$ cat config.mk
export PLATFORM = sky130hd
export DESIGN_NAME = hh_neuron_scheduler
export DESIGN_NICKNAME = d
export VERILOG_FILES = /design/src/rtl/hh_neuron_scheduler.sv
export SDC_FILE = /design/constraint.sdc
export NUM_CORES = 1
export LEC_CHECK = 0
export CORE_MARGIN = 8
export CORE_UTILIZATION = 50
export CTS_BUF_LIST = sky130_fd_sc_hd__clkbuf_16
export CTS_CLUSTER_DIAMETER = 50
export DETAILED_ROUTE_END_ITERATION = 10
export PLACE_DENSITY = 0.76
export SYNTH_ARGS = -nofsm -noshare
export SYNTH_HDL_FRONTEND = slang
export SYNTH_SLANG_ARGS = --single-unit
$ cat constraint.sdc
create_clock -name clk -period 2.8 [get_ports clk]
set_clock_uncertainty 0.15 [all_clocks]
set_input_delay 0.7 -clock clk [delete_from_list [all_inputs] [get_ports clk]]
set_output_delay 0.7 -clock clk [all_outputs]
set_load 0.1 [all_outputs]
$ cat src/rtl/hh_neuron_scheduler.sv
// -----------------------------------------------------------------------------
// hh_neuron_scheduler
//
// Shares one Hodgkin-Huxley integration datapath across NUM_NEURONS neuron
// slots. A free-running timestep counter (TICK_DIV clk cycles per step) raises
// a pending flag. Each pending step starts one sweep. A sweep issues one
// datapath update per slot in index order and collects the returned spike
// flags. If any slot spiked, the sweep ends by handing the spike vector to the
// STDP engine.
//
// Handshakes:
//   dp_start / dp_done : dp_start is a one-cycle pulse that launches the update
//                        of slot dp_idx. The datapath answers with a one-cycle
//                        dp_done carrying dp_spike. dp_done is sampled only
//                        while the scheduler waits for it.
//   stdp_req / stdp_ack: stdp_req is a level. stdp_spikes stays stable while
//                        stdp_req is high. The transfer completes on the first
//                        cycle in which stdp_ack is sampled high. stdp_ack is
//                        ignored while stdp_req is low.
//
// Optional feature, enabled by defining the macro SCHED_WATCHDOG_EN:
//   a watchdog bounds the WAIT and STDP states to WD_CYCLES cycles. On timeout
//   it sets the sticky wd_err and abandons the sweep. Without the macro,
//   wd_err is tied low and both states wait indefinitely.
//
// Ports:
//   clk          in   clock
//   rst_n        in   asynchronous reset, active HIGH (legacy name)
//   en           in   tick counter enable; a sweep in flight always completes
//   dp_start     out  one-cycle pulse: update slot dp_idx
//   dp_idx       out  slot being updated (holds its value between pulses)
//   dp_done      in   one-cycle pulse: update finished
//   dp_spike     in   spike flag, valid with dp_done
//   stdp_req     out  STDP request level
//   stdp_spikes  out  per-slot spike vector (holds after the request ends)
//   stdp_ack     in   STDP engine accepted the request
//   busy         out  high whenever the FSM is not in IDLE
//   overrun      out  sticky: a timestep tick was lost
//   step_count   out  completed sweeps, wraps from 0xFFFF to 0
//   wd_err       out  sticky watchdog timeout
//   dbg_state    out  current FSM state encoding (0 IDLE, 1 ISSUE, 2 WAIT, 3 STDP)
// -----------------------------------------------------------------------------
module hh_neuron_scheduler #(
    parameter int NUM_NEURONS = 2,
    parameter int IDX_W       = 1,
    parameter int TICK_DIV    = 500,
    parameter int WD_CYCLES   = 64
) (
    input  logic                   clk,
    input  logic                   rst_n,
    input  logic                   en,
    output logic                   dp_start,
    output logic [IDX_W-1:0]       dp_idx,
    input  logic                   dp_done,
    input  logic                   dp_spike,
    output logic                   stdp_req,
    output logic [NUM_NEURONS-1:0] stdp_spikes,
    input  logic                   stdp_ack,
    output logic                   busy,
    output logic                   overrun,
    output logic [15:0]            step_count,
    output logic                   wd_err,
    output logic [1:0]             dbg_state
);

    typedef enum logic [1:0] {
        S_IDLE  = 2'd0,
        S_ISSUE = 2'd1,
        S_WAIT  = 2'd2,
        S_STDP  = 2'd3
    } state_t;

    localparam int CNT_W = (TICK_DIV > 1) ? $clog2(TICK_DIV) : 1;
    localparam logic [CNT_W-1:0] TICK_LAST = CNT_W'(TICK_DIV - 1);
    localparam logic [IDX_W-1:0] IDX_LAST  = IDX_W'(NUM_NEURONS - 1);

    state_t                 state;
    logic [CNT_W-1:0]       tick_cnt;
    logic                   pending;
    logic [IDX_W-1:0]       idx;
    logic [NUM_NEURONS-1:0] spike_vec;
    logic [NUM_NEURONS-1:0] vec_upd;
    logic                   tick_wrap;
    logic                   consume;

`ifdef SCHED_WATCHDOG_EN
    localparam int WD_W = $clog2(WD_CYCLES + 1);
    localparam logic [WD_W-1:0] WD_LAST = WD_W'(WD_CYCLES - 1);
    logic [WD_W-1:0] wd_cnt;
`else
    assign wd_err = 1'b0;
`endif

    assign dbg_state = state;

    // The wrap cycle is the cycle in which the count sits at TICK_DIV-1.
    assign tick_wrap = en && (tick_cnt == TICK_LAST);
    // IDLE takes the pending step on the same edge it leaves for ISSUE.
    assign consume   = (state == S_IDLE) && pending;

    // Spike vector including the result arriving this cycle, so the decision
    // to enter STDP sees the final slot's spike.
    always_comb begin
        vec_upd      = spike_vec;
        vec_upd[idx] = dp_spike;
    end

    // -------------------------------------------------------------------------
    // Timestep counter and pending / overrun bookkeeping
    // -------------------------------------------------------------------------
    always_ff @(posedge clk or posedge rst_n) begin
        if (rst_n) begin
            tick_cnt <= '0;
            pending  <= 1'b0;
            overrun  <= 1'b0;
        end else begin
            if (en) begin
                tick_cnt <= tick_wrap ? '0 : tick_cnt + 1'b1;
            end
            if (tick_wrap) begin
                // A new step always wins over consumption in the same cycle.
                // The step is only lost if the previous one is still waiting.
                pending <= 1'b1;
                if (pending && !consume) begin
                    overrun <= 1'b1;
                end
            end else if (consume) begin
                pending <= 1'b0;
            end
        end
    end

    // -------------------------------------------------------------------------
    // Sweep FSM with registered outputs
    // -------------------------------------------------------------------------
    always_ff @(posedge clk or posedge rst_n) begin
        if (rst_n) begin
            state       <= S_IDLE;
            idx         <= '0;
            spike_vec   <= '0;
            dp_start    <= 1'b0;
            dp_idx      <= '0;
            stdp_req    <= 1'b0;
            stdp_spikes <= '0;
            busy        <= 1'b0;
            step_count  <= '0;
`ifdef SCHED_WATCHDOG_EN
            wd_cnt      <= '0;
            wd_err      <= 1'b0;
`endif
        end else begin
            case (state)
                S_IDLE: begin
                    if (pending) begin
                        idx       <= '0;
                        spike_vec <= '0;
                        dp_idx    <= '0;
                        dp_start  <= 1'b1;
                        busy      <= 1'b1;
                        state     <= S_ISSUE;
                    end
                end

                S_ISSUE: begin
                    dp_start <= 1'b0;
`ifdef SCHED_WATCHDOG_EN
                    wd_cnt   <= '0;
`endif
                    state    <= S_WAIT;
                end

                S_WAIT: begin
                    if (dp_done) begin
                        spike_vec <= vec_upd;
`ifdef SCHED_WATCHDOG_EN
                        wd_cnt    <= '0;
`endif
                        if (idx != IDX_LAST) begin
                            idx      <= idx + 1'b1;
                            dp_idx   <= idx + 1'b1;
                            dp_start <= 1'b1;
                            state    <= S_ISSUE;
                        end else if (|vec_upd) begin
                            stdp_req    <= 1'b1;
                            stdp_spikes <= vec_upd;
                            state       <= S_STDP;
                        end else begin
                            step_count <= step_count + 1'b1;
                            busy       <= 1'b0;
                            state      <= S_IDLE;
                        end
                    end
`ifdef SCHED_WATCHDOG_EN
                    else if (wd_cnt == WD_LAST) begin
                        // Datapath never answered: abandon the sweep uncounted.
                        wd_err <= 1'b1;
                        wd_cnt <= '0;
                        busy   <= 1'b0;
                        state  <= S_IDLE;
                    end else begin
                        wd_cnt <= wd_cnt + 1'b1;
                    end
`endif
                end

                S_STDP: begin
                    if (stdp_ack) begin
                        stdp_req   <= 1'b0;
                        step_count <= step_count + 1'b1;
                        busy       <= 1'b0;
`ifdef SCHED_WATCHDOG_EN
                        wd_cnt     <= '0;
`endif
                        state      <= S_IDLE;
                    end
`ifdef SCHED_WATCHDOG_EN
                    else if (wd_cnt == WD_LAST) begin
                        // STDP engine never accepted: drop the request uncounted.
                        wd_err   <= 1'b1;
                        stdp_req <= 1'b0;
                        wd_cnt   <= '0;
                        busy     <= 1'b0;
                        state    <= S_IDLE;
                    end else begin
                        wd_cnt <= wd_cnt + 1'b1;
                    end
`endif
                end

                default: begin
                    state <= S_IDLE;
                end
            endcase
        end
    end

endmodule

==> impl_metrics.toml, run 1 <==
[cts]
post-cts-setup-buffer-count = 0
clock_latency_ns = 0.27
cts_tree = "yes"
ctsResizeCount = 0
ctsHtreeMaxLevel = 2
cts.clk_slew.worst_paths_ns = 0.05
root_buffer = "clkbuf_16"
cts-buffers-inserted = 5
clockBufferDepth = 2
clock_sinks = 38
ctsHoldBuffers = 0

[floorplanning]
io_pins = 32
initial_utilization = 0.5191
core_mm2 = 0.003661
die_w_um = 77.66
row_count = 22
dieHeight_um = 77.66
die_area_mm2 = 0.006030

[route]
wl_per_cell_um = 13.91
routed_wl_um = 3685
dr.pass1.iters = 4
viasPerCell = 5.283
drcViolationCount = 0
ant_nets = 0
first_iter_violations = 66
vias = 1400

[worst_setup_path]
arrival_ns = 2.34
crit_end = "step_count[1]"
rrSetupSlack_ns = 0.63
r2r_end = "spike_vec[1]"
cp-start-kind = "input pin"
crit_type = "input pin to flip-flop"
timing.rr.start = "dbg_state[0]"
cp.required_ns = 2.80
endpoint_kind = "flip-flop"
reg2regPathDepth = 7
cp_max_fo = 7
critPathLaunch = "dp_spike"

[finish]
fin_util = 0.6347
layout.nets = 230
antenna_cells = 0
layout-drive-gt1-share = 0.2028
finalNonFillerCells = 265
area_growth_pct = 22.25

[timing]
fin_tns_setup_ns = 0
hold_viol = 0
final_max_slew_viol_count = 0
max_slew.worst_pin.slew_ns = 0.5378
maxSlewHeadroom = 0.6415
timing.fmax_mhz = 428.8
finalCritPeriodShare = 0.8329
finalSetupViolations = 0
rsz0062_at_grt = "false"
min_period_ns = 2.332

[grt]
grt_busiest_layer = "met2"
use_met3 = 0.04839
gr-usage-met2 = 0.2180
grt_pass1_wl_um = 6458
grt-ovfl-total = 0
antenna_found_initial = 0
grt_pass1_vias = 1391
grt_usage = 0.1302
grt_max_degree = 39
grt_use_met1 = 0.1488

[logic_synthesis]
synth_area_leader_cell = "dfrtp_1"
synth.top_cell.area_share = 0.5003
ys_seq_elements = 38
syn_avg_cell_area_um2 = 10.44
synth_nets = 194
ys_types = 40
yosys-top-cells-area = "dfrtp_1 (50%), xnor2_1 (6.5%), nand2_1 (5.1%)"
seq_area_frac_synth = 0.5003
syn_inst = 182
synth_warnings = 0
syn_area_mm2 = 0.001901

[place]
place_congestion = 0.9013
io_buffers = 30
dp_cells = 259
place_hpwl_um = 2780

[pwr]
leakage_nw = 1.093
ir_drop_v = 0.0002938
p_per_area_mw_per_mm2 = 553.6

[run]
cap_violations = 0

[min_path]
hold_path_depth = 1
hold_class = "flip-flop to flip-flop"

[status]
status = "complete, no violations"
[power breakdown]
group | leakage, nW | switching (mW) | internal, mW
Combinational | 0.512 | 0.0690 | 0.0595
Clock | 0.0632 | 0.190 | 0.316
Sequential | 0.518 | 0.0564 | 0.595
Total | 1.09 | 0.316 | 0.971
[per-layer routing]
layer  vias to the layer above  share of wire
met3                         4          0.048
li1                        710              -
met5                         -              0
met1                       663           0.44
met4                         0          0.014
met2                        23           0.50
[worst min-delay path by stage]
stage,start,to
CTS,overrun,overrun
detailed placement,overrun,overrun
floorplan,spike_vec[1],spike_vec[1]
finish,overrun,overrun
global route,overrun,overrun
global placement,spike_vec[1],spike_vec[1]
[placed cells by master (no fill, tap or decap), drive strengths merged, types with 7 or more instances in the layout]
| master | synthesis | routed |
|---|---|---|
| buf | 2 | 27 |
| xnor2 | 14 | 14 |
| nand3 | 7 | 7 |
| nor2 | 12 | 12 |
| inv | 10 | 10 |
| o21ai | 10 | 10 |
| nand4 | 8 | 8 |
| dfrtp | 38 | 38 |
| nand2 | 26 | 26 |
| a21oi | 7 | 7 |
[synth_stat cells]
master and instances:
dfrtp_1 38, nand2_1 26, xnor2_1 14, nor2_1 11, inv_1 10, o21ai_0 9
nand4_1 8, a21oi_1 7, nand3_1 7, ha_1 6, xor2_1 4, a31oi_1 3
and3_1 3, nor4_4 3, and4_1 2, buf_4 2, mux2_2 2, nand2b_1 2
nor2b_1 2, nor3_1 2, o31ai_1 2, a211oi_1 1, a21bo_2 1, a21o_1 1
a22o_1 1, a31o_2 1, and2_1 1, clkbuf_1 1, conb_1 1, nor2_2 1
nor4b_2 1, o211ai_1 1, o211ai_4 1, o21ai_1 1, o21bai_1 1, o221a_2 1
o22a_1 1, o22ai_1 1, o31a_4 1, or3_1 1
[kinds of logic (layout without fill, tap and decap cells)]
kind of cell | count (synthesis) | after routing | share of synthesized area
flip-flops | 38 | 38 | 0.5003
other | 1 | 1 | 0.001973
XOR/XNOR | 18 | 18 | 0.08295
adder cells (fa/ha/maj) | 6 | 6 | 0.03950
AO/OA/AOI/OAI | 34 | 34 | 0.1271
AND/OR/NAND/NOR | 70 | 70 | 0.2067
buffers and inverters | 13 | 48 | 0.02962
multiplexers | 2 | 2 | 0.01185
[cell type report]
type | instances | area [um^2]
repair buffers | 32 | 252.7
inverters | 10 | 37.54
fillers | 304 | 1338
flip-flops and latches | 38 | 950.9
multi-input cells | 131 | 893.4
clock buffers | 5 | 125.1
clock inverters | 1 | 3.754
well taps | 48 | 60.06
[state kept, by name, indices dropped and copies added (netlist names)]
name         flops
step_count      16
tick_cnt         9
dbg_state        2
spike_vec        2
stdp_spikes      2
busy             1
dp_idx           1
dp_start         1
idx              1
overrun          1
pending          1
stdp_req         1
[worst max-delay path, cell delays in order]
cell and delay [ns]:
clkdlybuf4s50_1 0.51, o31a_4 0.45, nor2_2 0.29, mux2_2 0.38
[metrics by stage]
step / hold slack, ns / setup slack, ns / power [mW] / area (um^2)
after floorplan: 0.2922 / 0.04169 / 0.7502 / 1901
after global placement: 0.3116 / 0.2350 / 0.7740 / 2195
after CTS: 0.3194 / 0.4690 / 1.299 / 2323
final: 0.3173 / 0.4677 / 1.286 / 2323
after detailed placement: 0.3079 / 0.1898 / 0.7913 / 2195
after global routing: 0.3498 / 0.3634 / 1.353 / 2323
Power figures use the tool's default switching activity.
==> run 2: changes to the inputs <==
--- a/config.mk
+++ b/config.mk
@@ -6,11 +6,11 @@
 export NUM_CORES = 1
 export LEC_CHECK = 0
 export CORE_MARGIN = 8
-export CORE_UTILIZATION = 50
+export CORE_UTILIZATION = 47
 export CTS_BUF_LIST = sky130_fd_sc_hd__clkbuf_16
 export CTS_CLUSTER_DIAMETER = 50
 export DETAILED_ROUTE_END_ITERATION = 10
-export PLACE_DENSITY = 0.76
+export PLACE_DENSITY = 0.75
 export SYNTH_ARGS = -nofsm -noshare
 export SYNTH_HDL_FRONTEND = slang
 export SYNTH_SLANG_ARGS = --single-unit
==> constraint.sdc (replaced) <==
create_clock -name clk -period 1.9 [get_ports clk]
set_clock_uncertainty 0.15 [all_clocks]
set_input_delay 0.475 -clock clk [delete_from_list [all_inputs] [get_ports clk]]
set_output_delay 0.475 -clock clk [all_outputs]
set_load 0.1 [all_outputs]
==> impl_metrics.toml, run 2 (synthesis gave the netlist of run 1 again) <==
[worst_setup_path]
path_delay_family = "flip-flops"
cpMostUsedCell = "buf_6"
cp_max_fo = 6
timing.rr.start = "dbg_state[0]"
reg2regPathDepth = 7
cp.required_ns = 1.91
rrSetupSlack_ns = -0.03
cp_cell_sequence = "ha_2 -> buf_4 -> o211ai_4 -> nor2_4 -> buf_6 -> buf_6 -> xor2_1"
cp_num_buf_inv = 3
cpPeakStageDelay_ns = 0.51
crit_type = "flip-flop to flip-flop"
cp-start-kind = "flip-flop"
crit_slowest_cell = "dfrtp_4"
r2r_end = "step_count[0]"
arrival_ns = 1.94
endpoint_kind = "flip-flop"

[cts]
cts.clk_slew.worst_paths_ns = 0.06
ctsHtreeMaxLevel = 2
clockBufferDepth = 2
ctsHoldBuffers = 0
cts-buffers-inserted = 5
clock_sinks = 38
root_buffer = "clkbuf_16"
cts_tree = "yes"
clock_latency_ns = 0.28

[route]
drcViolationCount = 0
vias = 1654
wl_per_cell_um = 15.88
dr.pass1.iters = 4
routed_wl_um = 4843
first_iter_violations = 81
ant_nets = 0
viasPerCell = 5.423

[grt]
grt_pass1_vias = 1711
grt-ovfl-total = 0
grt_max_degree = 39
grt_pass1_wl_um = 7824
antenna_found_initial = 0
grt_usage = 0.1555

[finish]
layout-drive-gt1-share = 0.3804
layout_commonest_cell = "buf_4"
fill_cells = 210
largest_register_ff_count = 16
max_flop_register = "step_count"
layout_common_cells = "buf_4 (33), dfrtp_1 (29), nand2_1 (26), buf_12 (26), xnor2_1 (14)"
antenna_cells = 0
top_regs = "step_count x16, tick_cnt x9"
layout.nets = 266
area_growth_pct = 60.83

[timing]
min_period_ns = 1.930
final_max_slew_viol_count = 0
hold_viol = 0
timing.fmax_mhz = 518.2
fin_hold_ws_ns = 0.3576
finalCritPeriodShare = 1.016
fin_ws_ns = -0.02963
finalSetupViolations = 2
rsz0062_at_grt = "true"

[floorplanning]
core_mm2 = 0.003943
die_w_um = 79.59
row_count = 23
die_area_mm2 = 0.006335
dieHeight_um = 79.59
io_pins = 32
initial_utilization = 0.4821

[pwr]
p_seq_frac = 0.459
ir_drop_v = 0.0005880
switching_share = 0.2376
p_per_area_mw_per_mm2 = 685.1
leakage_nw = 1.378
clockPowerShare = 0.434
p_int_mw = 1.597
p_switching_mw = 0.4975
p_total_mw = 2.094
combPwrFrac = 0.107

[min_path]
hold_class = "flip-flop to flip-flop"
hold_path_depth = 1
holdPathEnd = "step_count[6]"
min-delay-start = "step_count[6]"

[place]
place_congestion = 0.8342
place_hpwl_um = 3341
io_buffers = 30

[status]
violations = "negative setup slack"
status = "complete, but fails checks"

[run]
cap_violations = 0
run 2: power groups by stage:
stage | clock (mW) | sequential (mW) | combinational (mW)
5_1_grt | 0.950 | 0.973 | 0.259
3_5_place_dp | 0 | 0.970 | 0.219
6_report | 0.909 | 0.962 | 0.224
3_3_place_gp | 0 | 0.966 | 0.208
2_1_floorplan | 0 | 0.952 | 0.154
4_1_cts | 0.919 | 0.959 | 0.223
run 2: per-layer routing:
metal | global-route usage | up-vias | wire length (um)
met5 | 0 | - | 0
met4 | 0.05370 | 0 | 114
met3 | 0.05518 | 13 | 347
met2 | 0.2706 | 65 | 2508
met1 | 0.1702 | 799 | 1873
li1 | - | 777 | -
run 2: timing repair:
item / 4_1_cts / 5_1_grt
buffers inserted: 3 / 5
endpoints found under the setup margin: 13 / 16
resized for setup: 3 / 10
pin swaps: 4 / 9
run 2: per-stage QoR:
stage                     setup slack [ns]  instance area, um^2  TNS (ns)  cells  utilization
after CTS                         -0.09246                 2968   -0.5137    300       0.7528
after global placement             -0.3643                 2773    -4.969    289       0.7033
final                             -0.02963                 3057  -0.03313    305       0.7753
after floorplan                    -0.2563                 1941    -2.273    182            -
after global routing              -0.07853                 3057   -0.4488    305       0.7753
after detailed placement           -0.4339                 2773    -5.662    289       0.7033
run 2: how the worst max path moves through the flow:
stage / start / to / slack [ns] / cells after the start
2_1_floorplan: dbg_state[0] / step_count[11] / -0.26 / 7
3_3_place_gp: dp_spike / step_count[10] / -0.36 / 5
3_5_place_dp: dp_spike / step_count[10] / -0.43 / 5
4_1_cts: dbg_state[1] / step_count[10] / -0.09 / 6
5_1_grt: idx / step_count[10] / -0.08 / 5
6_report: dbg_state[0] / step_count[0] / -0.03 / 7
run 2: layout make-up:
class | instances | area, um^2 | share of cell area
Clock buffer | 5 | 125.1 | 0.04093
Clock inverter | 3 | 37.54 | 0.01228
Inverter | 10 | 40.04 | 0.01310
Multi-Input combinational cell | 131 | 958.4 | 0.3135
Sequential cell | 38 | 967.2 | 0.3164
Tap cell | 50 | 62.56 | 0.02047
Timing Repair Buffer | 68 | 865.8 | 0.2833
==> run 3: changes to the inputs <==
--- a/config.mk
+++ b/config.mk
@@ -9,6 +9,7 @@
 export CORE_UTILIZATION = 47
 export CTS_BUF_LIST = sky130_fd_sc_hd__clkbuf_16
 export CTS_CLUSTER_DIAMETER = 50
+export CTS_CLUSTER_SIZE = 20
 export DETAILED_ROUTE_END_ITERATION = 10
 export PLACE_DENSITY = 0.75
 export SYNTH_ARGS = -nofsm -noshare
==> results of run 3 <==
No change in the layout: final DEF, timing and power equal those of run 2.
